[src/rtl/seg_scan_ctrl.sv]
`default_nettype none
// +----------------------------------------------------------------------------+
// | Module   : seg_scan_ctrl                                                   |
// | Purpose  : Eight-digit multiplexed 7-segment scan controller with 16-level |
// |            brightness, per-digit mask, leading-zero blanking and          |
// |            frame-synchronous double-buffered data/dp registers.           |
// | Ports    : cpu_clk    - clock                                              |
// |            cpu_rst_n  - synchronous active-low reset                       |
// |            wr_en      - register write strobe                              |
// |            wr_sel     - 0=data 1=digit mask 2=config 3=dp                  |
// |            wdata      - write data                                         |
// |            dig_en     - active-low digit enables (one-hot-low or all ones) |
// |            seg        - active-low segments {dp,g,f,e,d,c,b,a}             |
// |            frame_tick - one-cycle pulse on the first cycle of each frame   |
// | Revision : 1.0 - initial release                                           |
// +----------------------------------------------------------------------------+
module seg_scan_ctrl #(
  parameter int PHASE_LEN = 1000
) (
  input  logic        cpu_clk,
  input  logic        cpu_rst_n,
  input  logic        wr_en,
  input  logic [1:0]  wr_sel,
  input  logic [31:0] wdata,
  output logic [7:0]  dig_en,
  output logic [7:0]  seg,
  output logic        frame_tick
);

  localparam int            c_CW      = (PHASE_LEN > 1) ? $clog2(PHASE_LEN) : 1;
  localparam logic [c_CW-1:0] c_CNT_MAX = c_CW'(PHASE_LEN - 1);

  localparam logic [1:0] c_SEL_DATA = 2'd0;
  localparam logic [1:0] c_SEL_MASK = 2'd1;
  localparam logic [1:0] c_SEL_CFG  = 2'd2;
  localparam logic [1:0] c_SEL_DP   = 2'd3;

  // Scan counters
  logic [c_CW-1:0] r_phase_cnt;
  logic [3:0]      r_phase;
  logic [2:0]      r_digit;

  // Register file
  logic [31:0] r_shadow_data;
  logic [31:0] r_active_data;
  logic [7:0]  r_shadow_dp;
  logic [7:0]  r_active_dp;
  logic [7:0]  r_mask;
  logic [3:0]  r_bright;
  logic        r_blank_lz;

  // Registered outputs
  logic [7:0] r_dig_en;
  logic [7:0] r_seg;
  logic       r_frame_tick;

  logic       w_cnt_wrap;
  logic       w_frame_end;
  logic       w_frame_start;
  logic [7:0] w_hi_zero;
  logic       w_blank;
  logic       w_lit;
  logic [3:0] w_nibble;
  logic [6:0] w_pattern;

  // Active-low gfedcba pattern for one hex nibble.
  function automatic logic [6:0] f_hex(input logic [3:0] n);
    case (n)
      4'h0:    f_hex = 7'h40;
      4'h1:    f_hex = 7'h79;
      4'h2:    f_hex = 7'h24;
      4'h3:    f_hex = 7'h30;
      4'h4:    f_hex = 7'h19;
      4'h5:    f_hex = 7'h12;
      4'h6:    f_hex = 7'h02;
      4'h7:    f_hex = 7'h78;
      4'h8:    f_hex = 7'h00;
      4'h9:    f_hex = 7'h10;
      4'hA:    f_hex = 7'h08;
      4'hB:    f_hex = 7'h03;
      4'hC:    f_hex = 7'h46;
      4'hD:    f_hex = 7'h21;
      4'hE:    f_hex = 7'h06;
      default: f_hex = 7'h0E;
    endcase
  endfunction

  assign w_cnt_wrap    = (r_phase_cnt == c_CNT_MAX);
  assign w_frame_end   = w_cnt_wrap && (r_phase == 4'hF) && (r_digit == 3'd7);
  assign w_frame_start = (r_phase_cnt == '0) && (r_phase == 4'h0) && (r_digit == 3'd0);

  // w_hi_zero[i]: nibbles i..7 of the displayed data are all zero.
  for (genvar i = 0; i < 8; i++) begin : g_hi_zero
    assign w_hi_zero[i] = (r_active_data[31:4*i] == '0);
  end

  assign w_blank   = r_blank_lz && (r_digit != 3'd0) && w_hi_zero[r_digit];
  assign w_lit     = r_mask[r_digit] && (r_phase <= r_bright) && !w_blank;
  assign w_nibble  = r_active_data[{r_digit, 2'b00} +: 4];
  assign w_pattern = f_hex(w_nibble);

  // Scan counters: phase_cnt -> phase -> digit, all wrapping naturally.
  always_ff @(posedge cpu_clk) begin
    if (!cpu_rst_n) begin
      r_phase_cnt <= '0;
      r_phase     <= 4'h0;
      r_digit     <= 3'd0;
    end else if (w_cnt_wrap) begin
      r_phase_cnt <= '0;
      r_phase     <= r_phase + 4'h1;
      if (r_phase == 4'hF) begin
        r_digit <= r_digit + 3'd1;
      end
    end else begin
      r_phase_cnt <= r_phase_cnt + 1'b1;
    end
  end

  // Bus writes. The commit reads the shadow's current value, so a write
  // landing on the boundary edge stays in the shadow for the next frame.
  always_ff @(posedge cpu_clk) begin
    if (!cpu_rst_n) begin
      r_shadow_data <= 32'h0;
      r_active_data <= 32'h0;
      r_shadow_dp   <= 8'h00;
      r_active_dp   <= 8'h00;
      r_mask        <= 8'hFF;
      r_bright      <= 4'hF;
      r_blank_lz    <= 1'b0;
    end else begin
      if (wr_en) begin
        case (wr_sel)
          c_SEL_DATA: r_shadow_data <= wdata;
          c_SEL_MASK: r_mask        <= wdata[7:0];
          c_SEL_CFG: begin
            r_bright   <= wdata[3:0];
            r_blank_lz <= wdata[4];
          end
          c_SEL_DP:   r_shadow_dp   <= wdata[7:0];
          default: ;
        endcase
      end
      if (w_frame_end) begin
        r_active_data <= r_shadow_data;
        r_active_dp   <= r_shadow_dp;
      end
    end
  end

  // Output stage: one cycle behind the counter state it reflects.
  always_ff @(posedge cpu_clk) begin
    if (!cpu_rst_n) begin
      r_dig_en     <= 8'hFF;
      r_seg        <= 8'hFF;
      r_frame_tick <= 1'b0;
    end else begin
      r_frame_tick <= w_frame_start;
      if (w_lit) begin
        r_dig_en <= ~(8'b1 << r_digit);
        r_seg    <= {~r_active_dp[r_digit], w_pattern};
      end else begin
        r_dig_en <= 8'hFF;
        r_seg    <= 8'hFF;
      end
    end
  end

  assign dig_en     = r_dig_en;
  assign seg        = r_seg;
  assign frame_tick = r_frame_tick;

endmodule
`default_nettype wire

[config.mk]
export PLATFORM = sky130hd
export DESIGN_NAME = seg_scan_ctrl
export DESIGN_NICKNAME = d
export VERILOG_FILES = /design/src/rtl/seg_scan_ctrl.sv
export SDC_FILE = /design/constraint.sdc
export NUM_CORES = 1
export LEC_CHECK = 0
export BUFFER_PORTS_ARGS = -buffer_cell sky130_fd_sc_hd__buf_2
export CORE_ASPECT_RATIO = 1.1
export CORE_MARGIN = 2
export CORE_UTILIZATION = 66
export CTS_BUF_LIST = sky130_fd_sc_hd__clkbuf_8
export DETAILED_ROUTE_END_ITERATION = 16
export PLACE_DENSITY = 0.87
export SKIP_LAST_GASP = 1
export SLEW_MARGIN = 20
export SYNTH_ARGS = -nofsm -noshare
export SYNTH_HDL_FRONTEND = slang
export SYNTH_SLANG_ARGS = --single-unit
[constraint.sdc]
create_clock -name cpu_clk -period 4.1 [get_ports cpu_clk]
set_clock_uncertainty 0.05 [all_clocks]
set_input_delay 0.82 -clock cpu_clk [delete_from_list [all_inputs] [get_ports cpu_clk]]
set_output_delay 0.82 -clock cpu_clk [all_outputs]
set_load 0.005 [all_outputs]
==> metrics <==
die height=101 um; CP Launch Type=flop; fmax=369 MHz; pwr dens=391 nW/um^2; vias per std cell=5.66; Top FF cell, synth=dfxtp_1; Final Setup Violations=0; worst rel slew slack=41.7%; Critical Path, Cell by Cell=mux4_2, nand2_1, nand2_1, ha_1, mux2_2, nor2_1, a21oi_1, nand2b_1; Synth Register Bits=127; Worst Path Arrival=2.97 ns; most frequent cell after synthesis=nand2_1; WL final=12200 um; Worst path most repeated cell=nand2_1; crit path kind=flop to flop; synth unique cells=48; top-area cell type share of the netlist area=44.7%; leading area contributor after synthesis=dfxtp_1; number of cell rows=35; crit path buf inv count=0; Max Cap Viol=0; Final period util=66.0%; vias after detailed routing=4406; commonest cells in the synthesized netlist=nand2_1, dfxtp_1, a21boi_0, a21boi_2, clkbuf_1; Max stage delay on crit path=0.81 ns; clock buffer count from CTS=17; reg-to-reg setup timing slack=1.39 ns; Longest Clk Path Bufs=2; vias in the first global route=4316; area grow syn2layout=11.3%; Hold-fix buffers, CTS=0; main area contributors after synthesis=dfxtp_1, nand2_1, a21boi_2, mux4_2, ha_1; layout cells sized above 1=21.1%; Initial Util=68.0%; port buffer count=53; delay-heaviest family, CP=multiplexers; WP data required=4.36 ns; post-synthesis async set-or-reset flop share=0%; total gr overflow=0; leakage=0.00248 uW; die area=9380 um^2; critical path's slowest cell=dfxtp_1; RD Place Congestion=0.970; nets=711; fin area=6330 um^2; setup_tns=0 ns; Residual DRC=0; Slew Viols, Final=0; Post-synth EDFFs=0; Detailed Routing Iterations Pass 1=5; CTS tree=done; Final Hold Vio Count=0; Syn Inst Count=616; I/O pin count=54; Die W=92.5 um; Syn Area/Cell=9.24 um^2; drt wl/cell=15.7 um; RSZ-0062 raised after global routing=no; Tmin final=2.71 ns; placed cell area=5930 um^2; Detail Route Antenna Nets=0; depth of the CTS H-tree=4; Worst-Skew Late Latency=0.44 ns; initial DRC count=377; Slew @ Worst Pin=0.870 ns; Synthesized Nets=673; Hold WC Path Type=flop to flop; Root Driver=clkbuf_8; status=complete, no violations; # clock sinks=127; Max Fanout on Critical Path=19; diode count=0; yosys warns=0; peak supply drop=0.000253 V; total track usage=28.1%; Worst setup EP type=flop; largest net degree at the start of global routing=105; synthesized area=5690 um^2; cts repair resizes=0; sequential area share after synthesis=44.7%; DP HPWL=8180 um; post-CTS setup buffers=0; clk slew on worst S/H paths=0.08 ns; first-pass GRT wire length=20700 um; initial antenna violation count=0; core footprint=8360 um^2
[metal layers]
| metal | up-vias | routed length (um) | global-route usage (%) |
|---|---|---|---|
| li1 | 2141 | - | - |
| met1 | 2071 | 5110 | 34.9 |
| met2 | 154 | 6130 | 47.5 |
| met3 | 40 | 695 | 6.92 |
| met4 | 0 | 302 | 11.3 |
| met5 | - | 0 | 0 |
[worst min-delay path: cells and delay by family, from the launching register on]
family	cells	cell delay [ns]
AND/OR/NAND/NOR	1	0.05
flip-flops	1	0.32
AO/OA/AOI/OAI	1	0.05
[layout by cell type (no fill, tap or decap), types with 3 or more instances in the layout]
cell and n:
xnor2_1 10, buf_4 5, o21ai_0 5, nor4_1 11, mux2i_1 18, a21boi_1 10, o221ai_1 5, inv_1 17
nor2_1 11, and2_1 8, a21boi_2 30, o21a_1 3, a21boi_0 32, ha_1 20, nand2_1 191, clkbuf_8 18
clkinvlp_4 4, clkinv_4 3, inv_6 4, nand3_1 18, or3_1 3, nand4_1 4, dfxtp_1 127, buf_2 53
nor2b_1 12, a21oi_1 4, mux4_2 12
[layout make-up]
cell class | count | area (um^2)
fill | 560 | 2030
sequential | 127 | 2540
timing repair buffer | 58 | 303
clock inverter | 14 | 156
inverter | 17 | 63.8
tap | 111 | 139
clock buffer | 18 | 248
multi-input combinational | 433 | 2880
[registers in the layout, indices dropped and copies added, names as in the netlist, 8 cells and up]
name / count
seg: 8
r_mask: 8
r_phase_cnt: 10
r_shadow_data: 32
dig_en: 8
r_active_data: 32
r_active_dp: 8
r_shadow_dp: 8
[logic make-up (layout without fill, tap and decap cells)]
family                     after synthesis  in the layout  synth area share, %
and+or+nand+nor                        275            275                 21.6
xor gates and xnor gates                12             12                 1.85
adders and majority gates               20             20                 4.40
AOI/OAI and AO/OA                       94             94                 14.2
DFF                                    127            127                 44.7
muxes                                   32             32                 8.51
buffers and inverters                   56            107                 4.79
[power by group]
group          switching, uW  internal [uW]
Clock                    522            564
Sequential              14.2           1260
Combinational           60.2           53.7
[through the flow]
step	setup slack (ns)	instances	hold slack (ns)	power (uW)	util, %
2_1_floorplan	1.67	616	0.376	1370	-
3_3_place_gp	1.50	746	0.391	1410	70.9
3_5_place_dp	1.41	746	0.402	1420	70.9
4_1_cts	1.41	778	0.416	2480	75.7
5_1_grt	1.16	778	0.432	2550	75.7
6_report	1.39	778	0.411	2470	75.7
[final timing paths]
check               startpoint                end  cells past startpoint
max                 r_digit[1]             seg[3]                      8
max reg2reg         r_digit[1]             seg[3]                      8
min          r_shadow_data[21]  r_active_data[21]                      2
min reg2reg  r_shadow_data[21]  r_active_data[21]                      2
Power figures use the tool's default switching activity.
